### config.mk
export PLATFORM = sky130hd
export DESIGN_NAME = seg_scan_rx
export DESIGN_NICKNAME = d
export VERILOG_FILES = /design/src/rtl/seg_rx_pkg.sv /design/src/rtl/seg7_to_hex.sv /design/src/rtl/seg_scan_rx.sv
export SDC_FILE = /design/constraint.sdc
export NUM_CORES = 1
export LEC_CHECK = 0
export BUFFER_PORTS_ARGS = -buffer_cell sky130_fd_sc_hd__buf_2
export CAP_MARGIN = 20
export CORE_AREA = 2 2 109 111
export DETAILED_ROUTE_END_ITERATION = 10
export DIE_AREA = 0 0 111 113
export SLEW_MARGIN = 20
export SYNTH_ARGS = -nofsm -noshare
export SYNTH_HDL_FRONTEND = slang
export SYNTH_SLANG_ARGS = --single-unit
export TNS_END_PERCENT = 30
### constraint.sdc
create_clock -name clk -period 5.7 [get_ports clk]
set_input_delay 0.57 -clock clk [delete_from_list [all_inputs] [get_ports clk]]
set_output_delay 0.57 -clock clk [all_outputs]
set_load 0.01 [all_outputs]
### src/rtl/seg_rx_pkg.sv
`default_nettype none
// ============================================================================
//  Module      : seg_rx_pkg
//  Description : Shared constants for the seven-segment scan receiver.
//                Holds the 16 active-high gfedcba hex patterns, the segment
//                bit positions, the digit count and a one-hot to index helper.
//  Revision    : 1.0 - initial release
// ============================================================================
package seg_rx_pkg;

  localparam int NUM_DIGITS = 4;

  // Segment bit positions inside the 8-bit segment bus
  localparam int SEG_DP = 7;
  localparam int SEG_G  = 6;
  localparam int SEG_F  = 5;
  localparam int SEG_E  = 4;
  localparam int SEG_D  = 3;
  localparam int SEG_C  = 2;
  localparam int SEG_B  = 1;
  localparam int SEG_A  = 0;

  // Active-high gfedcba patterns for the hex glyphs
  localparam logic [6:0] SEG_HEX_0 = 7'h3F;
  localparam logic [6:0] SEG_HEX_1 = 7'h06;
  localparam logic [6:0] SEG_HEX_2 = 7'h5B;
  localparam logic [6:0] SEG_HEX_3 = 7'h4F;
  localparam logic [6:0] SEG_HEX_4 = 7'h66;
  localparam logic [6:0] SEG_HEX_5 = 7'h6D;
  localparam logic [6:0] SEG_HEX_6 = 7'h7D;
  localparam logic [6:0] SEG_HEX_7 = 7'h07;
  localparam logic [6:0] SEG_HEX_8 = 7'h7F;
  localparam logic [6:0] SEG_HEX_9 = 7'h6F;
  localparam logic [6:0] SEG_HEX_A = 7'h77;
  localparam logic [6:0] SEG_HEX_B = 7'h7C;
  localparam logic [6:0] SEG_HEX_C = 7'h39;
  localparam logic [6:0] SEG_HEX_D = 7'h5E;
  localparam logic [6:0] SEG_HEX_E = 7'h79;
  localparam logic [6:0] SEG_HEX_F = 7'h71;

  // Position of the active bit of a one-hot select (caller guarantees one-hot)
  function automatic logic [1:0] onehot_to_idx(input logic [3:0] oh);
    logic [1:0] idx;
    idx = 2'd0;
    if (oh[1]) idx = 2'd1;
    if (oh[2]) idx = 2'd2;
    if (oh[3]) idx = 2'd3;
    return idx;
  endfunction

endpackage
`default_nettype wire

### src/rtl/seg7_to_hex.sv
`default_nettype none
// ============================================================================
//  Module      : seg7_to_hex
//  Description : Combinational seven-segment to hex decoder.
//                pat_i : active-high gfedcba pattern
//                nib_o : decoded nibble (0 when not decodable)
//                bad_o : 1 when pattern is not one of the 16 hex glyphs
//                        (a blank digit is reported as bad)
//  Revision    : 1.0 - initial release
// ============================================================================
module seg7_to_hex
  import seg_rx_pkg::*;
(
  input  logic [6:0] pat_i,
  output logic [3:0] nib_o,
  output logic       bad_o
);

  always_comb begin
    nib_o = 4'h0;
    bad_o = 1'b0;
    case (pat_i)
      SEG_HEX_0: nib_o = 4'h0;
      SEG_HEX_1: nib_o = 4'h1;
      SEG_HEX_2: nib_o = 4'h2;
      SEG_HEX_3: nib_o = 4'h3;
      SEG_HEX_4: nib_o = 4'h4;
      SEG_HEX_5: nib_o = 4'h5;
      SEG_HEX_6: nib_o = 4'h6;
      SEG_HEX_7: nib_o = 4'h7;
      SEG_HEX_8: nib_o = 4'h8;
      SEG_HEX_9: nib_o = 4'h9;
      SEG_HEX_A: nib_o = 4'hA;
      SEG_HEX_B: nib_o = 4'hB;
      SEG_HEX_C: nib_o = 4'hC;
      SEG_HEX_D: nib_o = 4'hD;
      SEG_HEX_E: nib_o = 4'hE;
      SEG_HEX_F: nib_o = 4'hF;
      default:   bad_o = 1'b1;
    endcase
  end

endmodule
`default_nettype wire

### src/rtl/seg_scan_rx.sv
`default_nettype none
// ============================================================================
//  Module      : seg_scan_rx
//  Description : Receiver for a multiplexed 4-digit seven-segment scan bus.
//                Debounces each digit dwell, decodes it back to hex and
//                publishes complete 4-digit frames.
//  Ports       : clk, rst (sync, active-high)
//                seg_in[7:0]  scanned segments (bit7 dp, bits6:0 g..a)
//                sel_in[3:0]  digit selects (bit0 = rightmost digit)
//                digits[15:0] last frame, nibble i = digit i
//                bad[3:0]     per-digit undecodable flag of last frame
//                dp_out[3:0]  decimal points of last frame
//                frame_valid  one-cycle pulse on frame update
//                changed      frame differs from previous (with frame_valid)
//                stale        no digit accepted for TIMEOUT_CYC cycles
//  Options     : SEG_RX_DP_CAPTURE_EN - capture decimal points; when not
//                defined seg_in[7] is ignored and dp_out stays 0.
//  Revision    : 1.0 - initial release
// ============================================================================
module seg_scan_rx
  import seg_rx_pkg::*;
#(
  parameter int STABLE_CYC     = 16,
  parameter int TIMEOUT_CYC    = 1_000_000,
  parameter int SEG_ACTIVE_LOW = 1,
  parameter int SEL_ACTIVE_LOW = 1
) (
  input  logic        clk,
  input  logic        rst,
  input  logic [7:0]  seg_in,
  input  logic [3:0]  sel_in,
  output logic [15:0] digits,
  output logic [3:0]  bad,
  output logic [3:0]  dp_out,
  output logic        frame_valid,
  output logic        changed,
  output logic        stale
);

  localparam int CNT_W  = (STABLE_CYC > 2) ? $clog2(STABLE_CYC) : 1;
  localparam int IDLE_W = $clog2(TIMEOUT_CYC + 1);
  localparam logic [CNT_W-1:0]  CNT_MAX  = CNT_W'(STABLE_CYC - 1);
  localparam logic [CNT_W-1:0]  CNT_PRE  = CNT_W'(STABLE_CYC - 2);
  localparam logic [IDLE_W-1:0] IDLE_MAX = IDLE_W'(TIMEOUT_CYC);
  localparam logic [IDLE_W-1:0] IDLE_PRE = IDLE_W'(TIMEOUT_CYC - 1);

  logic [7:0]                  seg_q;
  logic [3:0]                  sel_q;
  logic [11:0]                 prev_q;
  logic [CNT_W-1:0]            cnt_q, cnt_d;
  logic [IDLE_W-1:0]           idle_q;
  logic [15:0]                 nbuf_q;
  logic [NUM_DIGITS-1:0]       badbuf_q, dpbuf_q, seen_q;

  logic [7:0]  seg_n;
  logic [3:0]  sel_n;
  logic        dp_n;
  logic [11:0] cur;
  logic        sel_ok, match, accept, timeout_hit;
  logic [1:0]  idx;
  logic [3:0]  idx_oh;
  logic [3:0]  dec_nib;
  logic        dec_bad;

  assign seg_n = (SEG_ACTIVE_LOW != 0) ? ~seg_q : seg_q;
  assign sel_n = (SEL_ACTIVE_LOW != 0) ? ~sel_q : sel_q;

`ifdef SEG_RX_DP_CAPTURE_EN
  assign dp_n = seg_n[SEG_DP];
`else
  // dp is masked out of the compare and never buffered
  logic unused_dp;
  assign unused_dp = seg_n[SEG_DP];
  assign dp_n      = 1'b0;
`endif

  assign cur    = {sel_n, dp_n, seg_n[6:0]};
  assign sel_ok = (sel_n != 4'd0) && ((sel_n & (sel_n - 4'd1)) == 4'd0);
  assign match  = sel_ok && (cur == prev_q);
  // Fires only on the step into CNT_MAX, so once per dwell
  assign accept = match && (cnt_q == CNT_PRE);
  assign idx    = onehot_to_idx(sel_n);
  assign idx_oh = 4'b0001 << idx;
  assign timeout_hit = !accept && (idle_q == IDLE_PRE);

  always_comb begin
    cnt_d = cnt_q;
    if (!match)
      cnt_d = '0;
    else if (cnt_q != CNT_MAX)
      cnt_d = cnt_q + 1'b1;
  end

  seg7_to_hex u_dec (
    .pat_i (seg_n[6:0]),
    .nib_o (dec_nib),
    .bad_o (dec_bad)
  );

  always_ff @(posedge clk) begin
    if (rst) begin
      seg_q       <= '0;
      sel_q       <= '0;
      prev_q      <= '0;
      cnt_q       <= '0;
      idle_q      <= '0;
      nbuf_q      <= '0;
      badbuf_q    <= '0;
      dpbuf_q     <= '0;
      seen_q      <= '0;
      digits      <= '0;
      bad         <= '0;
      dp_out      <= '0;
      frame_valid <= 1'b0;
      changed     <= 1'b0;
      stale       <= 1'b0;
    end else begin
      seg_q       <= seg_in;
      sel_q       <= sel_in;
      prev_q      <= cur;
      cnt_q       <= cnt_d;
      frame_valid <= 1'b0;

      if (accept) begin
        nbuf_q[{idx, 2'b00} +: 4] <= dec_nib;
        badbuf_q[idx]             <= dec_bad;
        dpbuf_q[idx]              <= dp_n;
      end

      if (accept)
        idle_q <= '0;
      else if (idle_q != IDLE_MAX)
        idle_q <= idle_q + 1'b1;

      if (seen_q == 4'hF) begin
        // Outputs take the buffers as they stood before this cycle's accept;
        // that accept is carried into the next frame.
        digits      <= nbuf_q;
        bad         <= badbuf_q;
        dp_out      <= dpbuf_q;
        frame_valid <= 1'b1;
        changed     <= ({nbuf_q, badbuf_q, dpbuf_q} != {digits, bad, dp_out});
        stale       <= 1'b0;
        seen_q      <= accept ? idx_oh : 4'd0;
      end else if (timeout_hit) begin
        stale  <= 1'b1;
        seen_q <= '0;
      end else if (accept) begin
        seen_q <= seen_q | idx_oh;
      end
    end
  end

endmodule
`default_nettype wire

==> impl_metrics.json <==
{
  "synthArstFlopShare": 0,
  "cts_sinks": 101,
  "cts.reportedPaths.clkPinSlew_ps": 70,
  "hold_ws_ps": 428.6,
  "fmax_ghz": 0.3521,
  "gp_congestion": 0.7587,
  "synth_flop_cell": "dfxtp_1",
  "min_period_over_period": 0.4982,
  "row_count": 39,
  "synthCells": 494,
  "cts_setup_buffers": 0,
  "endpoint_kind": "register",
  "cts.htree.levels": 3,
  "antennaDiodeCount": 0,
  "dpl_cell_area_um2": 4743,
  "ir_worst_vdd_mv": 0.1768,
  "grt_pass1_wl_um": 15310,
  "die_x_um": 111,
  "initialDrtViolationCount": 160,
  "route.layer.met1.wl_um": 4388,
  "io_pins": 41,
  "pwr_density_cell_nw_per_um2": 279.1,
  "setup_viol": 0,
  "ant_nets": 0,
  "synth-edff-count": 0,
  "worst_skew_pair.late_latency_ps": 350,
  "route.detailed.drc": 0,
  "intPower_mw": 1.096,
  "fin_nets": 542,
  "arrival_ps": 3050,
  "cts_resized": 0,
  "syn_to_final_growth_pct": 13.90,
  "topRoutingLayerUsed": "met4",
  "rsz0062_at_grt": "false",
  "wl_per_cell_um": 13.33,
  "die_y_um": 113,
  "cts_root_buf": "clkbuf_16",
  "start_kind": "register",
  "critPathMaxFanout": 20,
  "dr_wl_met3_um": 228,
  "p_sw_frac": 0.2229,
  "hold_violations": 0,
  "wl_met2_um": 4201,
  "cts_tree": "built",
  "combPwrFrac": 0.040,
  "start_util": 0.3936,
  "seq_area_frac_synth": 0.4557,
  "grt_util_all_layers": 0.1491,
  "critical_path_class": "register to register",
  "antenna_found_initial": 0,
  "cellLeakagePower_nw": 1.911,
  "post-route-min-period_ps": 2840,
  "clockBufferDepth": 2,
  "syn_area_um2": 4437,
  "ys_warn_count": 0,
  "hold_buffers": 0,
  "syn_nets": 512,
  "grt_max_degree": 58,
  "crit_chain": "xnor2_1 > or4_1 > nor4b_2 > a41o_1 > nor2_1",
  "design_area_um2": 5054,
  "pwr-share-seq": 0.519,
  "slew_viol_final": 0,
  "stdcell_count": 672,
  "min_path_type": "input pin to register",
  "synth_seq_cells": 101,
  "max_cap_violations": 0,
  "dr.pass1.iters": 4,
  "placed_cells": 656,
  "cp_slowest_cell": "or4_1",
  "setup_tns_ps": 0,
  "finalWirelength_um": 8955,
  "yosysTopAreaCellShare": 0.4557,
  "cts_made_buffers": 9,
  "slew_headroom": 0.4702,
  "required_ps": 5910,
  "synth_area_leaders": "dfxtp_1 (46%), xor2_1 (6.5%), nand2_1 (5.7%), nor2_1 (4.7%), xnor2_1 (4.5%)",
  "overflow": 0,
  "crit_buf_inv": 0,
  "vias": 3351,
  "dp_hpwl_um": 6143,
  "status": "completed",
  "syn_area_per_cell_um2": 8.981,
  "grt_pass1_vias": 3190,
  "synth_area_leader_cell": "dfxtp_1",
  "cpPeakStageDelay_ps": 750,
  "yosysUniqueCellTypes": 52,
  "drive_gt1_frac": 0.1323,
  "pwr-share-clk": 0.441,
  "routed_via_density": 4.987,
  "die_area_um2": 12540,
  "tightest_slew_ps": 788.6,
  "p_sw_mw": 0.3144,
  "skew_ps": 7.826,
  "critPathTopFamily": "simple AND/OR/NAND/NOR gates",
  "portBuffers": 39,
  "core_um2": 11270
}
[sequential cells by signal, indices dropped and copies added, names as in the netlist]
signal,count
stale,1
cnt_q,4
badbuf_q,4
seen_q,4
dp_out,4
digits,16
sel_q,4
changed,1
seg_q,7
prev_q,11
nbuf_q,16
frame_valid,1
bad,4
dpbuf_q,4
idle_q,20
[per-layer routing]
layer,GRT usage,up-vias
li1,-,1755
met5,0,-
met2,0.2524,36
met4,0.05500,0
met3,0.03374,12
met1,0.1873,1548
[cell usage after synthesis, drive strengths merged, types with 2 or more instances]
cell,n
ha,4
a2bb2oi,2
dfxtp,101
nor2,55
nor4,8
buf,4
nor2b,14
and3,2
a32oi,2
or4b,3
nand2,67
a211oi,3
or4,2
clkbuf,20
nor3,8
nor3b,8
xnor2,23
xor2,33
and4,4
nor4b,5
nand3b,2
mux2i,17
inv,5
or3,4
nand2b,14
a21oi,32
o21ai,10
nand4,12
nand3,15
[final timing paths]
kind         depth (start not counted)                    from                      end  slack, ps
max                                  5     seg_q[6]$_SDFF_PP0_  idle_q[17]$_SDFFE_PP0P_       2860
min                                  2               seg_in[0]      seg_q[0]$_SDFF_PP0_        430
max reg2reg                          5     seg_q[6]$_SDFF_PP0_  idle_q[17]$_SDFFE_PP0P_       2860
min reg2reg                          2  seen_q[2]$_SDFFE_PP0P_   seen_q[2]$_SDFFE_PP0P_        460
[layout make-up]
| class | count | area (um2) |
|---|---|---|
| clock buffers | 10 | 239.0 |
| clock inverters | 6 | 71.32 |
| fillers | 1100 | 6218 |
| inverters | 5 | 18.77 |
| multi-input cells | 364 | 2298 |
| flip-flops and latches | 101 | 2022 |
| well taps | 143 | 178.9 |
| repair buffers | 43 | 225.2 |
[per-stage QoR]
step                      utilization  setup slack, ps  power [mW]
final                          0.4483             2860       1.410
after global routing           0.4483             2574       1.465
after CTS                      0.4483             2852       1.431
after detailed placement       0.4208             2883      0.8061
after global placement         0.4208             2907      0.8048
after floorplan                     -             3632      0.7900
[power by group through the flow]
stage,clock (mW),combinational [mW],sequential [mW]
final,0.621,0.0566,0.733
after global routing,0.666,0.0644,0.735
after CTS,0.640,0.0577,0.732
after detailed placement,0,0.0572,0.749
after global placement,0,0.0561,0.749
after floorplan,0,0.0498,0.740
[cell usage in the layout (no fill, tap or decap), drive strengths merged, types with 3 or more instances in the layout]
cell type    n
a211oi       3
a21oi       32
and4         4
buf         43
clkbuf      10
dfxtp      101
ha           4
inv          6
mux2i       17
nand2       67
nand2b      14
nand3       15
nand4       12
nor2        55
nor2b       14
nor3         8
nor3b        8
nor4         8
nor4b        5
o21ai       10
or3          4
or4b         3
xnor2       23
xor2        33
[kinds of logic after synthesis]
group                    after synthesis  synth area share
AO/OA/AOI/OAI                         59           0.08094
adder cells (fa/ha/maj)                4           0.01128
buffers and inverters                 29           0.02623
XOR/XNOR                              56            0.1105
AND/OR/NAND/NOR                      228            0.2769
flip-flops                           101            0.4557
multiplexers                          17           0.03835
Note: power is estimated with default switching activity, not from simulation.
